**config.mk**
```make
export PLATFORM = sky130hd
export DESIGN_NAME = freelist_ctrl
export DESIGN_NICKNAME = d
export VERILOG_FILES = /design/src/rtl/freelist_ctrl.sv
export SDC_FILE = /design/constraint.sdc
export NUM_CORES = 1
export LEC_CHECK = 0
export CAP_MARGIN = 30
export CORE_AREA = 4 4 67 69
export CTS_CLUSTER_SIZE = 25
export DETAILED_ROUTE_END_ITERATION = 10
export DIE_AREA = 0 0 71 73
export PLACE_DENSITY_LB_ADDON = 0.12
export SLEW_MARGIN = 20
export SYNTH_ARGS = -nofsm -noshare
export SYNTH_HDL_FRONTEND = slang
export SYNTH_SLANG_ARGS = --single-unit
```
**constraint.sdc**
```tcl
create_clock -name clk -period 3.7 [get_ports clk]
set_clock_uncertainty 0.1 [all_clocks]
set_input_delay 0.37 -clock clk [delete_from_list [all_inputs] [get_ports clk]]
set_output_delay 0.37 -clock clk [all_outputs]
set_load 0.02 [all_outputs]
```
**src/rtl/freelist_ctrl.sv**
```systemverilog
// freelist_ctrl: physical-register freelist front end. Released registers
// are parked in a small circular staging buffer and trickled into the
// freelist FIFO one per cycle. When the FIFO is empty, allocation is served
// straight from the staging head.
module freelist_ctrl #(
  parameter int unsigned PREG_WIDTH  = 5,
  parameter int unsigned STAGE_DEPTH = 4
) (
  input  logic                          clk,
  input  logic                          rst,
  input  logic                          alloc_req_i,
  output logic                          alloc_ready_o,
  output logic [PREG_WIDTH-1:0]         alloc_preg_o,
  input  logic                          rel0_valid_i,
  input  logic [PREG_WIDTH-1:0]         rel0_preg_i,
  input  logic                          rel1_valid_i,
  input  logic [PREG_WIDTH-1:0]         rel1_preg_i,
  output logic                          rel_ready_o,
  input  logic                          drain_req_i,
  output logic                          drain_done_o,
  output logic                          fl_rd_en_o,
  input  logic [PREG_WIDTH-1:0]         fl_rdata_i,
  input  logic                          fl_empty_i,
  input  logic                          fl_full_i,
  output logic                          fl_wr_en_o,
  output logic [PREG_WIDTH-1:0]         fl_wdata_o,
  output logic [$clog2(STAGE_DEPTH):0]  stage_cnt_o
);

  localparam int unsigned PTR_W = $clog2(STAGE_DEPTH);
  localparam int unsigned CNT_W = PTR_W + 1;
  // Both lanes may fire only while at least two slots are free.
  localparam logic [CNT_W-1:0] REL_LIMIT = CNT_W'(STAGE_DEPTH - 2);

  typedef enum logic [1:0] {
    ST_INIT,
    ST_RUN,
    ST_DRAIN
  } state_e;

  state_e                 state_q, state_d;
  logic [PREG_WIDTH-1:0]  stage_q [STAGE_DEPTH];
  logic [PREG_WIDTH-1:0]  stage_d [STAGE_DEPTH];
  logic [PTR_W-1:0]       head_q, head_d;
  logic [PTR_W-1:0]       tail_q, tail_d;
  logic [CNT_W-1:0]       count_q, count_d;

  logic                   is_run;
  logic                   has_stage;
  logic                   rel_ready;
  logic                   alloc_ready;
  logic                   alloc_fire;
  logic                   bypass;
  logic                   fifo_rd;
  logic                   fifo_wr;
  logic                   pop;
  logic                   enq0;
  logic                   enq1;
  logic [PREG_WIDTH-1:0]  head_entry;
  logic [PREG_WIDTH-1:0]  alloc_preg;
  logic [PREG_WIDTH-1:0]  wdata;

  // Handshakes, staging push/pop, next-state and output selection.
  always_comb begin
    is_run      = (state_q == ST_RUN);
    has_stage   = (count_q != '0);
    head_entry  = stage_q[head_q];

    rel_ready   = is_run && (count_q <= REL_LIMIT);
    alloc_ready = is_run && (!fl_empty_i || has_stage);
    alloc_fire  = alloc_req_i && alloc_ready;
    fifo_rd     = alloc_fire && !fl_empty_i;
    bypass      = alloc_fire && fl_empty_i;
    // Bypass takes the head this cycle, so the FIFO write must wait.
    fifo_wr     = !bypass && has_stage && !fl_full_i;
    pop         = bypass || fifo_wr;

    enq0        = rel_ready && rel0_valid_i;
    enq1        = rel_ready && rel1_valid_i;

    stage_d = stage_q;
    tail_d  = tail_q;
    if (enq0) begin
      stage_d[tail_d] = rel0_preg_i;
      tail_d          = tail_d + PTR_W'(1);
    end
    if (enq1) begin
      stage_d[tail_d] = rel1_preg_i;
      tail_d          = tail_d + PTR_W'(1);
    end

    head_d  = pop ? head_q + PTR_W'(1) : head_q;
    count_d = count_q + CNT_W'(enq0) + CNT_W'(enq1) - CNT_W'(pop);

    case (state_q)
      ST_INIT:  state_d = ST_RUN;
      ST_RUN:   state_d = drain_req_i ? ST_DRAIN : ST_RUN;
      ST_DRAIN: state_d = has_stage ? ST_DRAIN : ST_RUN;
      default:  state_d = ST_INIT;
    endcase

    alloc_preg = '0;
    if (is_run) begin
      if (!fl_empty_i) begin
        alloc_preg = fl_rdata_i;
      end else if (has_stage) begin
        alloc_preg = head_entry;
      end
    end
    wdata = has_stage ? head_entry : '0;
  end

  // State, pointers, count and staging storage; reset discards staged data.
  always_ff @(posedge clk or negedge rst) begin
    if (!rst) begin
      state_q <= ST_INIT;
      head_q  <= '0;
      tail_q  <= '0;
      count_q <= '0;
      for (int unsigned i = 0; i < STAGE_DEPTH; i++) begin
        stage_q[i] <= '0;
      end
    end else begin
      state_q <= state_d;
      head_q  <= head_d;
      tail_q  <= tail_d;
      count_q <= count_d;
      for (int unsigned i = 0; i < STAGE_DEPTH; i++) begin
        stage_q[i] <= stage_d[i];
      end
    end
  end

  assign alloc_ready_o = alloc_ready;
  assign alloc_preg_o  = alloc_preg;
  assign rel_ready_o   = rel_ready;
  assign fl_rd_en_o    = fifo_rd;
  assign fl_wr_en_o    = fifo_wr;
  assign fl_wdata_o    = wdata;
  assign drain_done_o  = (state_q == ST_DRAIN) && !has_stage;
  assign stage_cnt_o   = count_q;

endmodule
```
Word-level counts from Yosys, hierarchy flattened
Cells that the tools add are included.

storage, ports and cells
  register bits = 29
  output and inout port bits = 18
  logic and storage cells = 64

operators by class
  add/sub/neg operators = 6
  $lt $le $gt $ge = 6
  equality and inequality tests = 2
  mux-type cells = 19
  bitwise gates (word level) = 3
  reductions and logical operators = 20

operator list
  operator                                                    count
  bitwise mux 20 bit                                          2
  2-to-1 mux 20 bit                                           2
  2-to-1 mux 5 bit                                            7
  demux 5 bit (select 2 bit)                                  2
  logical AND 1 bit                                           12
  binary-select mux 5 bit (select 2 bit)                      1
  greater-or-equal comparator 3 bit, second input constant    3
  inverter 2 -> 3 bit                                         3
  2-to-1 mux 2 bit                                            4
  adder 2 x 1 -> 2 bit, second input constant                 3
  adder 3 x 1 -> 3 bit                                        2
  less-than comparator 3 x 1 -> 1 bit, second input constant  2
  one-hot mux 2 bit (3 select lines)                          1
  logical NOT 1 bit                                           4
  <= comparator 3 x 2 -> 1 bit, second input constant         1
  nonzero test 3 bit                                          1
  subtractor 3 x 1 -> 3 bit                                   1
  == test 2 x 1 -> 1 bit, second input constant               1
  == test 2 bit, second input constant                        1
  logical NOT 2 bit                                           1
  logical OR 1 bit                                            2

Depth between registers and ports, before layout
Gate-level depths: netlist of the first run.

  word-level depth = 11
  gate-level depth with buffers = 10
  gate-level depth less buffers = 9

Least setup slack after synthesis of the first run
No wires, ideal clock.

  path type = reg-to-reg
  start point = reg count_q[1], in the netlist stage_cnt_o[1]
  end point = reg count_q[1], in the netlist stage_cnt_o[1]
  arrival = 2506 ps
  required time = 3465 ps
  slack = 959 ps
  cell stages (with the launch flop) = 10
  buffers on the path = 1
  period minus slack after synthesis = 2741 ps
  path through = dfrtp_1 -> inv_1 -> ha_1 -> or2_2 -> buf_4 -> nand3_2 -> ha_1 -> fa_1 -> inv_1 -> fa_1

between the ends
  longest elaborated chain between the ends = 10
  elaborated cells on any way between the ends = 16
  those cells by class = add/sub (3); order compare (1); reduce/logical (12)

RTL lines
  what                                                                                  RTL line  source
  from (decl)                                                                           46        logic [CNT_W-1:0] count_q, count_d;
  from (signal assigned)                                                                127       count_q <= count_d;
  parallel branches: the longest is 9 deep, another holds <= comparator 3 x 2 -> 1 bit  -
  subtractor 3 x 1 -> 3 bit *                                                           93        count_d = count_q + CNT_W'(enq0) + CNT_W'(enq1) - CNT_W'(pop);
  via count_d[1]                                                                        46

Mark *: on every way through the listed nets, which the timed path passes.
A chain may end at the register's enable or synchronous reset.

==> results of run 1 <==
## flip-flops by register name, summed over array words and instances, names as in the netlist
| name | cells |
|---|---|
| head_q | 2 |
| stage_cnt_o | 3 |
| stage_q | 20 |
| tail_q | 2 |
| state_q | 2 |
## area by class of cell
cell class,instances,share of cell area (%)
clock buffer,6,2.947
timing repair buffer,41,16.57
multi-input combinational,121,46.85
inverter,8,1.220
tap,50,2.541
sequential,29,29.47
clock inverter,2,0.4065
## final timing paths
check,from,to,cells past startpoint
setup / recovery,stage_cnt_o[1],stage_q[0],8
hold / removal,rst,head_q[1],2
setup reg to reg,stage_cnt_o[1],stage_q[0],8
hold reg to reg,state_q[0],state_q[1],1
max in group asynchronous,rst,stage_q[10],2
min in group clk,state_q[0],state_q[1],1
## metal layers
| metal | vias up | track usage [%] |
|---|---|---|
| met4 | 0 | 10.23 |
| met1 | 733 | 19.76 |
| met2 | 65 | 32.34 |
| met5 | - | 0 |
| met3 | 11 | 4.959 |
| li1 | 677 | - |
## worst max-delay path, cell delays in order, from the launching register on
cell	delay, ns
dfrtp_1	0.41
inv_1	0.11
ha_1	0.27
or2_2	0.40
nand3_2	0.18
mux2_2	0.37
ha_1	0.18
nand4_1	0.30
mux2_2	0.38
## stage by stage
stage	worst slack (ns)	utilization, %	cells
2_1_floorplan	0.9589	-	165
3_3_place_gp	0.8548	60.81	249
3_5_place_dp	0.7504	60.81	249
4_1_cts	0.8747	62.92	257
5_1_grt	0.7561	62.92	257
6_report	0.8723	62.92	257
## synthesized netlist by cell type (2+ instances only)
library cell,n,area share (%)
nand2b_1,6,1.9
fa_1,2,2.1
mux2_2,41,24
mux4_2,5,5.8
nand4_1,4,1.3
dfrtp_1,29,37
xnor2_1,5,2.3
buf_2,4,1.0
o2111ai_1,4,1.8
nor3_1,2,0.51
nor3b_1,2,0.77
xor2_1,2,0.90
o21ai_0,2,0.51
nand3_1,2,0.51
ha_1,10,6.4
nand2_1,9,1.7
inv_1,8,1.5
and2_1,7,2.3
a21oi_1,8,2.1
## logic make-up (layout without fill, tap and decap cells)
group	Yosys count	count (layout)	synth area share [%]
flip-flops	29	29	37.32
multiplexers	47	47	30.05
XOR/XNOR	7	7	3.153
buffers and inverters	15	57	3.346
AO/OA/AOI/OAI	15	15	4.955
AND/OR/NAND/NOR	40	40	12.68
adder cells (fa/ha/maj)	12	12	8.494
## cell usage in the layout (no fill, tap or decap), types with 2 or more instances in the layout
cell and n:
nor3_1 2, mux2_2 41, nand2_1 9, fa_1 2, xnor2_1 5, a21oi_1 8
clkbuf_8 5, dfrtp_1 29, and2_1 7, ha_1 10, nand2b_1 6, nand4_1 4
mux4_2 5, inv_1 8, nand3_1 2, clkinv_2 2, o2111ai_1 4, o21ai_0 2
clkdlybuf4s50_1 40, xor2_1 2, nor3b_1 2
## power by group
part / switching [mW] / internal, mW / total, mW
sequential: 0.148 / 0.474 / 0.622
combinational: 0.555 / 0.651 / 1.21
clock: 0.120 / 0.130 / 0.250
total: 0.823 / 1.25 / 2.08
==> results_dict.tcl, run 1 <==
set metrics [dict create \
    status "finished, final reports clean" \
    grtUsageTotal_pct 18.28 \
    arrival_ns 2.89 \
    syn_area_um2 1944 \
    die_area_um2 5183 \
    crit_path_max_fanout 9 \
    multi_input_area_um2 1154 \
    drv_cap 0 \
    crit_type "reg2reg" \
    core.rowCount 23 \
    rrSetupSlack_ns 0.87 \
    wl_per_cell_um 17.33 \
    cts_buffers 5 \
    met2WireLength_um 2294 \
    first_pass_iters 4 \
    wl_met3_um 349 \
    start_util_pct 49.68 \
    min_period_over_period_pct 76.42 \
    irDropWorstVdd_uv 387.4 \
    drc 0 \
    cts_resized 0 \
    routed.top_layer "met4" \
    cts_setup_buffers 0 \
    coreArea_um2 3914 \
    hold_viol_final 0 \
    gp_congestion 0.8280 \
    cp-start-kind "flip-flop" \
    min_period_ns 2.828 \
    cts_root_buffer "clkbuf_8" \
    rsz0062_at_grt "no" \
    met1_length_um 1712 \
    p_leak_nw 1.047 \
    hold_class "in2async" \
    clock_sink_count 29 \
    totalWireLength_um 4454 \
    synth_cells 165 \
    final-seq-area_um2 725.7 \
    tns_ns 0 \
    h-tree-depth 2 \
    nets 241 \
    ant_nets 0 \
    ys_seq_area_share_pct 37.32 \
    cp.required_ns 3.76 \
    clkTransAtPathRegs_ns 0.06 \
    grt_pass1_wl_um 7162 \
    syn-num-nets 200 \
    antennaDiodeCount 0 \
    synth.avg_cell_area_um2 11.78 \
    n_fill_cell 330 \
    ctsHoldBuffers 0 \
    p_total_mw 2.078 \
    ys.flop_type "dfrtp_1" \
    die-height_um 73 \
    cts_tree "done" \
    cellPowerDensity_nw_per_um2 843.9 \
    vias 1486 \
    drive_gt1_share_pct 28.50 \
    max-slew-margin-rel_pct 51.94 \
    vias_per_cell 5.782 \
    maxSlewViolCount 0 \
    ys_ff_latch 29 \
    hpwl_um 3345 \
    grt_overflow_total 0 \
    numPortBuffers 40 \
    clk_latency_ns 0.28 \
    antenna_found_initial 0 \
    synth_edf_count 0 \
    finalSetupViolations 0 \
    synth_warnings 0 \
    endpoint_kind "flip-flop" \
    grt_start_max_net_pins 30 \
    placed_area_um2 2380 \
    postLayoutCellArea_um2 2462 \
    grt_pass1_vias 1513 \
    drt-initial-drc-count 70 \
    synth_cell_type_count 32 \
    max_freq_ghz 0.3536 \
    io_pins 41 \
    hold_slack_ns 0.3792 \
    ys_async_sr_fraction_pct 100.0 \
    die_x_um 71 \
    worst_slew_pin_slew_ns 0.7201 \
    cts.path.max_buffers 2 \
    area_delta_synth_final_pct 26.64 \
]
Power figures use the tool's default switching activity.
==> run 2: changes to the inputs <==
==> constraint.sdc (replaced) <==
create_clock -name clk -period 2.79 [get_ports clk]
set_clock_uncertainty 0.1 [all_clocks]
set_input_delay 0.279 -clock clk [delete_from_list [all_inputs] [get_ports clk]]
set_output_delay 0.279 -clock clk [all_outputs]
set_load 0.02 [all_outputs]
==> run 2 against run 1 <==
Net effect: cell count rose by 4.7%; sequential share of layout area fell by 1.0 points; first-iteration DRC count rose by 4.3%; power rose by 35%; non-clock buffer count rose by 12; design area rose by 3.9%; count of clock-buffer cells in the layout fell by 1; core utilization rose by 2.4 points; critical path depth did not move; global-route usage rose by 0.60 points.
==> results_dict.tcl, run 2 (synthesized netlist as in run 1, its figures left out) <==
set metrics [dict create \
    core.rowCount 23 \
    antenna_found_initial 0 \
    endpoint_kind "flip-flop" \
    dp_slack_ns 0.1655 \
    die_x_um 71 \
    layout_commonest_cell "mux2_2" \
    die-height_um 73 \
    coreArea_um2 3914 \
    final_cell_mix "mux2_2, clkdlybuf4s50_1, dfrtp_1, buf_4, ha_1" \
    irDropWorstVdd_uv 491.1 \
    cellPowerDensity_nw_per_um2 1100 \
    crit_path_max_fanout 5 \
    finalSetupViolations 0 \
    grt_pass1_wl_um 7631 \
    crit_type "reg2reg" \
    max-slew-margin-rel_pct 74.88 \
    antennaDiodeCount 0 \
    min_period_ns 2.640 \
    tns_ns 0 \
    post-route-util_pct 65.35 \
    clk_latency_ns 0.28 \
    crit_buf_inv 1 \
    reg2reg_from "stage_cnt_o[1]" \
    h-tree-depth 2 \
    totalWireLength_um 4456 \
    nets 253 \
    cts.path.max_buffers 2 \
    hold_class "in2async" \
    gp_congestion 0.7783 \
    startpoint "stage_cnt_o[1]" \
    path_cells "inv_1, ha_1, or2_2, nand3_2, mux2_2, ha_1, nand4_1, mux2_2" \
    die_area_um2 5183 \
    grt_pass1_vias 1584 \
    largest_register_ffs 20 \
    slowest_stage "dfrtp_1" \
    status "finished, final reports clean" \
    io_pins 41 \
    regMostFlops "stage_q" \
    timing.final.ws_setup_ns 0.1496 \
    vias 1455 \
    cp.required_ns 2.85 \
    cp-start-kind "flip-flop" \
    start_util_pct 49.68 \
    cts_setup_buffers 0 \
    hold_slack_ns 0.2899 \
    maxSlewViolCount 0 \
    critPathTopFamily "multiplexers" \
    reg2regPathDepth 8 \
    rrSetupSlack_ns 0.15 \
    rr_endpoint "stage_q[6]" \
    arrival_ns 2.70 \
    cts_root_buffer "clkbuf_8" \
    hold_viol_final 0 \
    area_delta_synth_final_pct 31.53 \
    min_period_over_period_pct 94.64 \
    numPortBuffers 40 \
    wl_per_cell_um 16.57 \
    drv_cap 0 \
    ant_nets 0 \
    cts_tree "done" \
    max_freq_ghz 0.3787 \
    drive_gt1_share_pct 33.33 \
    rsz0062_at_grt "no" \
    cts_buffers 5 \
    hpwl_um 3445 \
    worst_slew_pin_slew_ns 0.3740 \
    grtUsageTotal_pct 18.88 \
    grt_overflow_total 0 \
    drc 0 \
    vias_per_cell 5.409 \
    first_pass_iters 4 \
    p_leak_nw 1.099 \
    drt-initial-drc-count 73 \
    grt_start_max_net_pins 30 \
    n_fill_cell 312 \
    max_stage_delay_ns 0.40 \
    clock_sink_count 29 \
    clkTransAtPathRegs_ns 0.07 \
]
run 2: cell count changes in the layout (fill, tap and decap cells not counted), sizes merged:
| cell | change |
|---|---|
| clkinvlp | +1 |
| buf | +12 |
| clkbuf | -1 |
run 2: layer usage:
metal / GRT usage (%) / wire (um)
met1: 23.68 / 1931
met2: 33.57 / 2231
met3: 4.270 / 257
met4: 3.758 / 36
met5: 0 / 0
run 2: worst max-delay path by stage:
stage,endpoint,cells after the start
2_1_floorplan,stage_cnt_o[1],9
3_3_place_gp,stage_q[6],8
3_5_place_dp,stage_q[9],8
4_1_cts,alloc_preg_o[0],5
5_1_grt,stage_q[5],8
6_report,stage_q[6],8
run 2: layout make-up:
| cell class | count | area [um^2] | area share, % |
|---|---|---|---|
| clock inverters | 3 | 17.52 | 0.6849 |
| well taps | 50 | 62.56 | 2.446 |
| flip-flops and latches | 29 | 726.9 | 28.42 |
| repair buffers | 53 | 498.0 | 19.47 |
| inverters | 8 | 30.03 | 1.174 |
| multi-input cells | 121 | 1154 | 45.11 |
| clock buffers | 5 | 68.82 | 2.691 |
run 2: through the flow:
step,instance area [um^2],power (mW),cells
after global placement,2470,2.411,261
after CTS,2556,2.835,269
after detailed placement,2470,2.494,261
final,2557,2.813,269
after floorplan,1944,1.896,165
after global routing,2557,3.038,269
run 2: what timing repair did:
action | 4_1_cts | 5_1_grt
hold buffers | 0 | 0
resized for setup | 0 | 1
setup endpoints to repair | 0 | 2
run 2: where the power goes:
group / switching (mW) / internal [mW]
combinational: 0.754 / 0.913
sequential: 0.181 / 0.630
clock: 0.163 / 0.172
